**src/rtl/dtm_dmi_ctrl.sv**
```systemverilog
`default_nettype none
// ============================================================================
// Module   : dtm_dmi_ctrl
// Purpose  : DTM-side data-register controller behind the JTAG TAP. Owns the
//            DTMCS and DMI shift registers, converts TAP capture/shift/update
//            strobes into DMI request/response handshakes towards the Debug
//            Module, and tracks the sticky dmistat error state including
//            dmireset / dmihardreset handling.
// Ports    : tck_i/trst_i          clock, async active-high reset
//            dmi_clear_i           TAP in Test-Logic-Reset (sync clear)
//            capture_i/shift_i/update_i, tdi_i   TAP DR strobes and data
//            dtmcs_select_i/dmi_select_i         current IR decode
//            dtmcs_tdo_o/dmi_tdo_o               serial data out
//            dmi_req_*             request channel to the DM
//            dmi_resp_*            response channel from the DM
//            dmi_hardreset_o       one-cycle pulse resetting the DMI/DM side
// Options  : DTM_DMI_TIMEOUT_EN    abort requests that stay outstanding for
//                                  TIMEOUT_CYCLES tck cycles
// Revision : 1.0  initial release
// ============================================================================
module dtm_dmi_ctrl #(
   parameter int unsigned ABITS          = 7,
   parameter logic [2:0]  IDLE_CYCLES    = 3'd1,
   parameter logic [3:0]  DTM_VERSION    = 4'd1,
   parameter int unsigned TIMEOUT_CYCLES = 255
) (
   input  logic             tck_i,
   input  logic             trst_i,
   input  logic             dmi_clear_i,
   input  logic             capture_i,
   input  logic             shift_i,
   input  logic             update_i,
   input  logic             tdi_i,
   input  logic             dtmcs_select_i,
   input  logic             dmi_select_i,
   output logic             dtmcs_tdo_o,
   output logic             dmi_tdo_o,
   output logic             dmi_req_valid_o,
   input  logic             dmi_req_ready_i,
   output logic [ABITS-1:0] dmi_req_addr_o,
   output logic [1:0]       dmi_req_op_o,
   output logic [31:0]      dmi_req_data_o,
   input  logic             dmi_resp_valid_i,
   output logic             dmi_resp_ready_o,
   input  logic [31:0]      dmi_resp_data_i,
   input  logic [1:0]       dmi_resp_op_i,
   output logic             dmi_hardreset_o
);

   localparam int unsigned DMI_W = ABITS + 34;

   localparam logic [1:0] OP_NOP   = 2'd0;
   localparam logic [1:0] OP_READ  = 2'd1;
   localparam logic [1:0] OP_WRITE = 2'd2;
   localparam logic [1:0] OP_BUSY  = 2'd3;

   localparam logic [1:0] STICKY_NONE   = 2'd0;
   localparam logic [1:0] STICKY_FAILED = 2'd2;
   localparam logic [1:0] STICKY_BUSY   = 2'd3;

   localparam logic [5:0] ABITS_FIELD = 6'(ABITS);

   typedef enum logic [1:0] {
      ST_IDLE = 2'd0,
      ST_REQ  = 2'd1,
      ST_RESP = 2'd2
   } state_e;

   state_e           state_q,     state_d;
   logic [1:0]       sticky_q,    sticky_d;
   logic [ABITS-1:0] addr_q,      addr_d;
   logic [31:0]      data_q,      data_d;
   logic [1:0]       op_q,        op_d;
   logic [31:0]      dtmcs_sr_q,  dtmcs_sr_d;
   logic [DMI_W-1:0] dmi_sr_q,    dmi_sr_d;
   logic             hardreset_q, hardreset_d;

   // ------------------------------------------------------------------------
   // Decoded strobes and field views
   // ------------------------------------------------------------------------
   logic             busy;
   logic             dtmcs_cap, dtmcs_shift, dtmcs_upd;
   logic             dmi_cap,   dmi_shift,   dmi_upd;
   logic [31:0]      dtmcs_rdata;
   logic [ABITS-1:0] upd_addr;
   logic [31:0]      upd_data;
   logic [1:0]       upd_op;
   logic             resp_done;
   logic             timeout_hit;

   assign busy        = (state_q != ST_IDLE);
   assign dtmcs_cap   = capture_i & dtmcs_select_i;
   assign dtmcs_shift = shift_i   & dtmcs_select_i;
   assign dtmcs_upd   = update_i  & dtmcs_select_i;
   assign dmi_cap     = capture_i & dmi_select_i;
   assign dmi_shift   = shift_i   & dmi_select_i;
   assign dmi_upd     = update_i  & dmi_select_i;

   // dmireset/dmihardreset read back as zero; they only act on update.
   assign dtmcs_rdata = {14'b0, 1'b0, 1'b0, 1'b0, IDLE_CYCLES,
                         sticky_q, ABITS_FIELD, DTM_VERSION};

   assign upd_addr  = dmi_sr_q[DMI_W-1:34];
   assign upd_data  = dmi_sr_q[33:2];
   assign upd_op    = dmi_sr_q[1:0];

   assign resp_done = (state_q == ST_RESP) & dmi_resp_valid_i;

   // ------------------------------------------------------------------------
   // Optional request timeout
   // ------------------------------------------------------------------------
`ifdef DTM_DMI_TIMEOUT_EN
   localparam int unsigned CNT_W = $clog2(TIMEOUT_CYCLES + 1);

   logic [CNT_W-1:0] tmo_cnt_q, tmo_cnt_d;

   // A response arriving in the very last cycle still completes normally.
   assign timeout_hit = busy & ~resp_done &
                        (tmo_cnt_q == CNT_W'(TIMEOUT_CYCLES - 1));

   always_comb begin
      tmo_cnt_d = '0;
      if (busy && !timeout_hit) begin
         tmo_cnt_d = tmo_cnt_q + 1'b1;
      end
      if (dmi_clear_i || (dtmcs_upd && dtmcs_sr_q[17])) begin
         tmo_cnt_d = '0;
      end
   end

   always_ff @(posedge tck_i or posedge trst_i) begin
      if (trst_i) begin
         tmo_cnt_q <= '0;
      end else begin
         tmo_cnt_q <= tmo_cnt_d;
      end
   end
`else
   logic timeout_unused;

   // Without the timeout feature the FSM waits for the DM indefinitely.
   assign timeout_hit    = 1'b0;
   assign timeout_unused = (TIMEOUT_CYCLES != 0);
`endif

   // ------------------------------------------------------------------------
   // Next-state logic. Later assignments override earlier ones, which encodes
   // the priority: clear > hardreset > dmireset > busy/response sticky.
   // ------------------------------------------------------------------------
   always_comb begin
      state_d     = state_q;
      sticky_d    = sticky_q;
      addr_d      = addr_q;
      data_d      = data_q;
      op_d        = op_q;
      dtmcs_sr_d  = dtmcs_sr_q;
      dmi_sr_d    = dmi_sr_q;
      hardreset_d = 1'b0;

      // Shift registers
      if (dtmcs_cap) begin
         dtmcs_sr_d = dtmcs_rdata;
      end else if (dtmcs_shift) begin
         dtmcs_sr_d = {tdi_i, dtmcs_sr_q[31:1]};
      end

      if (dmi_cap) begin
         dmi_sr_d = {addr_q, data_q, (busy ? OP_BUSY : sticky_q)};
      end else if (dmi_shift) begin
         dmi_sr_d = {tdi_i, dmi_sr_q[DMI_W-1:1]};
      end

      // Request / response FSM
      unique case (state_q)
         ST_IDLE: begin
            if (dmi_upd && (sticky_q == STICKY_NONE) &&
                ((upd_op == OP_READ) || (upd_op == OP_WRITE))) begin
               addr_d  = upd_addr;
               data_d  = upd_data;
               op_d    = upd_op;
               state_d = ST_REQ;
            end
         end
         ST_REQ: begin
            if (dmi_req_ready_i) begin
               state_d = ST_RESP;
            end
         end
         ST_RESP: begin
            if (dmi_resp_valid_i) begin
               // Writes keep the written data visible on the next capture.
               if (op_q == OP_READ) begin
                  data_d = dmi_resp_data_i;
               end
               if ((dmi_resp_op_i != 2'd0) && (sticky_q != STICKY_BUSY)) begin
                  sticky_d = STICKY_FAILED;
               end
               state_d = ST_IDLE;
            end
         end
         default: begin
            state_d = ST_IDLE;
         end
      endcase

      // Touching the DMI register while a transaction is outstanding is a
      // busy error; an update is only checked if no error is pending yet.
      if (dmi_cap && busy) begin
         sticky_d = STICKY_BUSY;
      end
      if (dmi_upd && busy && (sticky_q == STICKY_NONE)) begin
         sticky_d = STICKY_BUSY;
      end

      if (timeout_hit) begin
         state_d     = ST_IDLE;
         hardreset_d = 1'b1;
         if (sticky_d != STICKY_BUSY) begin
            sticky_d = STICKY_FAILED;
         end
      end

      // dtmcs write: bit 16 = dmireset, bit 17 = dmihardreset
      if (dtmcs_upd) begin
         if (dtmcs_sr_q[16]) begin
            sticky_d = STICKY_NONE;
         end
         if (dtmcs_sr_q[17]) begin
            sticky_d    = STICKY_NONE;
            state_d     = ST_IDLE;
            hardreset_d = 1'b1;
         end
      end

      // Test-Logic-Reset: full clear without a hardreset pulse
      if (dmi_clear_i) begin
         state_d     = ST_IDLE;
         sticky_d    = STICKY_NONE;
         addr_d      = '0;
         data_d      = '0;
         op_d        = OP_NOP;
         dtmcs_sr_d  = '0;
         dmi_sr_d    = '0;
         hardreset_d = 1'b0;
      end
   end

   // ------------------------------------------------------------------------
   // State registers
   // ------------------------------------------------------------------------
   always_ff @(posedge tck_i or posedge trst_i) begin
      if (trst_i) begin
         state_q     <= ST_IDLE;
         sticky_q    <= STICKY_NONE;
         addr_q      <= '0;
         data_q      <= '0;
         op_q        <= OP_NOP;
         dtmcs_sr_q  <= '0;
         dmi_sr_q    <= '0;
         hardreset_q <= 1'b0;
      end else begin
         state_q     <= state_d;
         sticky_q    <= sticky_d;
         addr_q      <= addr_d;
         data_q      <= data_d;
         op_q        <= op_d;
         dtmcs_sr_q  <= dtmcs_sr_d;
         dmi_sr_q    <= dmi_sr_d;
         hardreset_q <= hardreset_d;
      end
   end

   // ------------------------------------------------------------------------
   // Outputs
   // ------------------------------------------------------------------------
   assign dtmcs_tdo_o      = dtmcs_sr_q[0];
   assign dmi_tdo_o        = dmi_sr_q[0];
   assign dmi_req_valid_o  = (state_q == ST_REQ);
   assign dmi_req_addr_o   = addr_q;
   assign dmi_req_op_o     = op_q;
   assign dmi_req_data_o   = data_q;
   assign dmi_resp_ready_o = (state_q == ST_RESP);
   assign dmi_hardreset_o  = hardreset_q;

endmodule
`default_nettype wire
```
**config.mk**
```make
export PLATFORM = sky130hd
export DESIGN_NAME = dtm_dmi_ctrl
export DESIGN_NICKNAME = d
export VERILOG_FILES = /design/src/rtl/dtm_dmi_ctrl.sv
export SDC_FILE = /design/constraint.sdc
export NUM_CORES = 1
export LEC_CHECK = 0
export BUFFER_PORTS_ARGS = -buffer_cell sky130_fd_sc_hd__buf_2
export CAP_MARGIN = 20
export CELL_PAD_IN_SITES_DETAIL_PLACEMENT = 0
export CELL_PAD_IN_SITES_GLOBAL_PLACEMENT = 1
export CORE_ASPECT_RATIO = 1.1
export CORE_MARGIN = 3
export CORE_UTILIZATION = 25
export DETAILED_ROUTE_END_ITERATION = 10
export GPL_TIMING_DRIVEN = 0
export PLACE_DENSITY = 0.58
export SETUP_SLACK_MARGIN = 0.02
export SKIP_LAST_GASP = 1
export SLEW_MARGIN = 20
export SYNTH_ARGS = -nofsm -noshare
export SYNTH_HDL_FRONTEND = slang
export SYNTH_SLANG_ARGS = --single-unit
```
**constraint.sdc**
```tcl
create_clock -name tck_i -period 7.5 [get_ports tck_i]
set_clock_uncertainty 0.2 [all_clocks]
set_input_delay 1.5 -clock tck_i [delete_from_list [all_inputs] [get_ports tck_i]]
set_output_delay 1.5 -clock tck_i [all_outputs]
set_load 0.01 [all_outputs]
```
==> out/results.txt, run 1 <==
Setup crit end kind: output port
Crit path cell chain: nand2b_1, buf_2, clkinv_1, buf_2, buf_2
Largest net degree at the start of global routing: 61
Setup bufs post-CTS: 0
Root Buffer: clkbuf_16
Placer Congestion: 0.745
Area growth from synthesis to layout: 26.8%
PD cells: 231 nW/um^2
Hold-fix buffers, CTS: 0
Gate Count Post-Synth: 563
Outcome: finished clean
CP arrival: 1.83 ns
Area after DPL: 6430 sq um
Tightest Pin Transition: 0.620 ns
Top FF cell, synth: dfrtp_1
Cell Area, Synth: 5590 sq um
Drc violations: 0
Setup TNS Final: 0 ns
CTS H-tree lvls: 4
Crit-path max FO: 10
Most instantiated cells after synthesis: 168 x nand2_1, 119 x dfrtp_1, 64 x a21oi_1
Unrepaired setup endpoints after global routing: false
Switching fraction of total power: 21.9%
Synth top area share: 53.2%
Initial Util: 25.8%
CTS Buffer Depth: 2
Total Power: 0.00164 W
Crit path time final: 3.53 ns
Sequential share of power: 39.6%
Cts repair resizes: 0
DRT Pass-1 Iters: 4
Synth area leaders: dfrtp_1 53%, nand2_1 11%, mux2i_1 8.2%, mux2_4 8.1%, a21oi_1 5.7%
Post-synth ARST share: 100%
Routed wire length: 15000 microns
Slew margin rel.: 58.6%
Rows: 56
Initial antenna violation count: 0
PortBufs: 89
Worst setup path category: register to output port
Synth Register Bits: 119
N_diodes: 0
Placed Instances: 943
Post-DR vias/cell: 4.50
VDD IR max: 0.000146 V
Cell variety after synth: 35
Remaining antenna violation count: 0
Cell Count, Final, Fillers Out: 975
GRT Total Usage: 12.8%
Mean Syn Cell Area: 9.93 sq um
Clk network pwr share: 55.2%
Worst setup SP type: register
First-iteration detailed-routing DRC count: 218
Top-count cell post-synth: nand2_1
Vias: 4385
Share of cells above drive strength 1: 24.5%
Setup-failing EPs final: 0
Highest Signal Layer: met4
Met1 wire length: 7100 microns
Seq/Total Area, Yosys: 53.2%
Comb pwr share: 5.3%
Die area: 24200 sq um
First-pass GRT wire length: 24300 microns
Slowest-stage cell, CP: dfrtp_1
Reg-to-reg slack, setup: 5.30 ns
Die H: 163 microns
Max-slew violations: 0
# nets final: 717
Clock Pin Slew Worst Setup and Hold Paths: 0.06 ns
Psw: 0.000360 W
# IOs: 91
Clock latency on the worst-skew pair: 0.42 ns
Final hold vios: 0
Max Clk Rate: 0.283 GHz
EDFF count, synth: 0
Sink Count: 119
Bufs and invs on worst path: 4
Dpl hpwl: 10800 microns
CP delay by family, top: buffers and inverters
Leakage: 3.39 nW
Die W: 149 microns
Tcrit/Tclk final: 47.1%
CP peak stage delay: 0.39 ns
Num CTS Buffers: 17
Fin util: 32.7%
DR WL met2: 7020 microns
Hold Crit Class: register to register
Leading area contributor after synthesis: dfrtp_1
Max-cap viol count: 0
Core Region: 21700 sq um
Met3 WL: 761 microns
WP data required: 5.80 ns
Syn_nets: 608
Pint: 0.00128 W
Yosys warnings: 0
Total grt overflow: 0
Vias in the first global route: 4534
Avg WL per Cell: 15.4 microns
CTS tree: done
Most frequent cell on the critical path: buf_2
Final Cell Area: 7090 sq um
## worst paths after layout
path,from,cells past startpoint,end
worst max-delay path,state_q[0],5,dmi_resp_ready_o
worst max register to register,state_q[0],7,dmi_req_data_o[26]
worst min register to register,dmi_sr_q[21],2,dmi_sr_q[21]
min in group asynchronous,trst_i,2,dtmcs_sr_q[22]
max in group asynchronous,trst_i,3,dmi_sr_q[13]
worst min-delay path,dmi_sr_q[21],2,dmi_sr_q[21]
## routing by layer
layer	up-vias	global-route usage, %
met3	16	4.09
met1	2165	16.9
met5	-	0
li1	2132	-
met4	0	3.74
met2	72	20.3
## flip-flops by register name, summed over array words and instances (netlist names)
signal           count
dmi_hardreset_o      1
dmi_req_addr_o       7
dmi_req_data_o      32
dmi_req_op_o         2
dmi_sr_q            41
dtmcs_sr_q          32
state_q              2
sticky_q             2
## cell type report
cell class / instances / area (sq um)
well taps: 290 / 363
clock inverters: 12 / 199
flip-flops and latches: 119 / 2980
fillers: 2224 / 14600
inverters: 5 / 23.8
repair buffers: 90 / 473
clock buffers: 20 / 457
multi-input cells: 403 / 2430
plain buffers: 36 / 166
## per-stage QoR
step           worst slack, ns  hold WS (ns)
6_report                  3.97         0.304
5_1_grt                   3.80         0.340
4_1_cts                   3.94         0.308
3_5_place_dp              4.16         0.293
3_3_place_gp              1.07         0.292
2_1_floorplan             2.64         0.270
## cell usage in the layout (no fill, tap or decap), types with 2 or more instances in the layout
| cell | count |
|---|---|
| o21ai_0 | 35 |
| buf_1 | 4 |
| clkbuf_8 | 2 |
| o22ai_1 | 4 |
| bufinv_16 | 5 |
| mux2_4 | 30 |
| nor2_1 | 19 |
| a311oi_1 | 2 |
| mux2_2 | 2 |
| nand2b_1 | 3 |
| a31oi_1 | 2 |
| buf_6 | 3 |
| dfrtp_1 | 119 |
| buf_2 | 96 |
| a21oi_1 | 64 |
| clkinv_2 | 2 |
| clkinvlp_4 | 4 |
| and2_1 | 2 |
| mux2i_1 | 46 |
| o21ai_1 | 9 |
| inv_1 | 3 |
| clkbuf_16 | 17 |
| nor2b_1 | 2 |
| o211ai_1 | 2 |
| clkbuf_1 | 23 |
| nand2_1 | 168 |
## power groups by stage
stage | Sequential (W) | Combinational [W] | Clock, W
global placement | 0.000660 | 0.0000856 | 0
CTS | 0.000648 | 0.0000888 | 0.000923
detailed placement | 0.000660 | 0.0000886 | 0
global route | 0.000648 | 0.0000968 | 0.000952
floorplan | 0.000659 | 0.0000521 | 0
finish | 0.000648 | 0.0000862 | 0.000905
## worst register-to-register path, delay by kind of cell (launching register included)
family / cells / cell delay, ns
compound gates: 1 / 0.08
buf+inv: 3 / 0.84
flops: 1 / 0.39
mux: 1 / 0.29
simple gates: 2 / 0.28
## cells by family (layout without fill, tap and decap cells)
logic type / count (synthesis) / after routing / synth area share [%]
AO/OA/AOI/OAI: 123 / 123 / 11.9
XOR/XNOR: 1 / 1 / 0.157
buffers and inverters: 41 / 163 / 3.31
flip-flops: 119 / 119 / 53.2
multiplexers: 78 / 78 / 16.7
AND/OR/NAND/NOR: 201 / 201 / 14.7
No activity file was read; power rests on OpenSTA's default activity.
==> inputs of run 2 (changes only) <==
PLACE_DENSITY = 0.59   (was 0.58)
clock period = 2.98 ns   (was 7.5 ns; I/O delays follow)
==> run 2 against run 1 <==
First-iteration DRC count is 3.7% lower; register-to-register slack got worse by 4.5 ns; final cell count rose by 0.31%; die area unchanged; critical path depth is the same; clock-buffer cell count grew 3; worst setup slack worse by 3.6 ns; worst hold slack worse by 0.29 ns; via count increased by 0.21%; critical path type unchanged.
==> out/results.txt, run 2 (same netlist as run 1, synthesis figures left out) <==
CTS H-tree lvls: 4
DRT Pass-1 Iters: 5
Die area: 24200 sq um
Dpl ws: 0.513 ns
Routed wire length: 15000 microns
Remaining antenna violation count: 0
Vias: 4394
# IOs: 91
Die W: 149 microns
Worst setup path category: register to output port
Initial Util: 25.8%
Max Clk Rate: 0.386 GHz
Core Region: 21700 sq um
Slew margin rel.: 55.2%
Max-cap viol count: 0
Worst setup SP type: register
Clock latency on the worst-skew pair: 0.41 ns
First-iteration detailed-routing DRC count: 210
Num CTS Buffers: 17
PD cells: 537 nW/um^2
N_diodes: 0
WP data required: 2.18 ns
Die H: 163 microns
First-pass GRT wire length: 24800 microns
Vias in the first global route: 4609
# nets final: 720
Final hold vios: 0
Commonest non-fill, non-tap cell in the layout: nand2_1
Share of cells above drive strength 1: 24.6%
Tcrit/Tclk final: 87.0%
Initial antenna violation count: 1
Avg WL per Cell: 15.4 microns
Setup crit end kind: output port
Max reg flops: 41
Crit-path max FO: 10
Largest net degree at the start of global routing: 29
Post-DR vias/cell: 4.49
CP arrival: 1.80 ns
Total Power: 0.00378 W
Placer Congestion: 0.768
CTS Buffer Depth: 2
Rows: 56
# fillers: 2245
Drc violations: 0
Leakage: 3.38 nW
Root Buffer: clkbuf_16
Clock Pin Slew Worst Setup and Hold Paths: 0.06 ns
Unrepaired setup endpoints after global routing: false
Crit path time final: 2.59 ns
PortBufs: 89
Tightest Pin Transition: 0.673 ns
Most flops, register: dmi_sr_q
Area growth from synthesis to layout: 25.8%
Cts repair resizes: 0
Hold-fix buffers, CTS: 0
Setup-failing EPs final: 0
Sink Count: 119
VDD IR max: 0.000450 V
Setup bufs post-CTS: 0
GRT Total Usage: 13.0%
Max-slew violations: 0
Hold Crit Class: input pin to asynchronous set/reset pin
Total grt overflow: 0
Dpl hpwl: 11100 microns
Most frequent cells in the layout: 168 x nand2_1, 119 x dfrtp_1, 96 x buf_2, 64 x a21oi_1, 46 x mux2i_1
Post-route setup slack: 0.387 ns
CTS tree: done
Outcome: finished clean
run 2: cell count changes in the layout (fill, tap and decap cells not counted):
cell        before  now
clkbuf_1        23   25
clkbuf_8         2    3
clkinv_4         1    0
clkinvlp_4       4    3
bufinv_16        5    1
clkinv_2         2    6
inv_6            1    0
buf_16           1    0
buf_12           0    4
run 2: path summary, 6_finish.rpt:
check | start | to | slack [ns] | depth (start not counted)
worst max-delay path | state_q[0] | dmi_resp_ready_o | 0.39 | 5
max in group asynchronous | trst_i | dmi_req_data_o[31] | 1.83 | 4
worst max register to register | state_q[0] | dmi_req_data_o[29] | 0.82 | 7
worst min-delay path | trst_i | dmi_req_data_o[26] | 0.01 | 2
worst min register to register | dmi_sr_q[13] | dmi_sr_q[13] | 0.31 | 2
min in group tck_i | dmi_req_ready_i | state_q[1] | 0.24 | 3
run 2: power by group:
| group | total (W) | internal [W] | leakage [nW] | switching [W] |
|---|---|---|---|---|
| combinational | 0.000224 | 0.0000761 | 1.45 | 0.000148 |
| clock | 0.00192 | 0.00120 | 0.272 | 0.000718 |
| sequential | 0.00163 | 0.00163 | 1.66 | 0.00000565 |
| total | 0.00378 | 0.00290 | 3.38 | 0.000872 |
run 2: layout make-up:
cell class                      instances  area, sq um  share of cell area [%]
Buffer                                 36          166                    2.36
Clock buffer                           23          478                    6.79
Clock inverter                          9         75.1                    1.07
Inverter                                5         22.5                   0.320
Multi-Input combinational cell        403         2430                    34.5
Sequential cell                       119         2980                    42.3
Tap cell                              290          363                    5.16
Timing Repair Buffer                   93          526                    7.47
run 2: worst max-delay path: stages, from the launching register on:
cell,delay (ns)
dfrtp_1,0.40
nand2b_1,0.11
buf_2,0.21
clkinv_1,0.24
buf_2,0.26
buf_2,0.16
run 2: metrics by stage:
stage | utilization (%) | TNS, ns | instance area (sq um) | hold WS [ns] | cells
2_1_floorplan | - | 0 | 5600 | 0.270 | 563
3_3_place_gp | 29.6 | -15.46 | 6400 | 0.292 | 942
3_5_place_dp | 30.0 | 0 | 6480 | 0.299 | 946
4_1_cts | 32.5 | 0 | 7040 | 0.0169 | 978
5_1_grt | 32.5 | 0 | 7040 | 0.0375 | 978
6_report | 32.5 | 0 | 7040 | 0.0148 | 978
run 2: layer usage:
| layer | global-route usage [%] | vias up | part of all wire (%) |
|---|---|---|---|
| li1 | - | 2141 | - |
| met1 | 16.5 | 2131 | 44 |
| met2 | 21.2 | 104 | 48 |
| met3 | 4.17 | 16 | 6.3 |
| met4 | 4.20 | 2 | 1.4 |
| met5 | 0 | - | 0.086 |
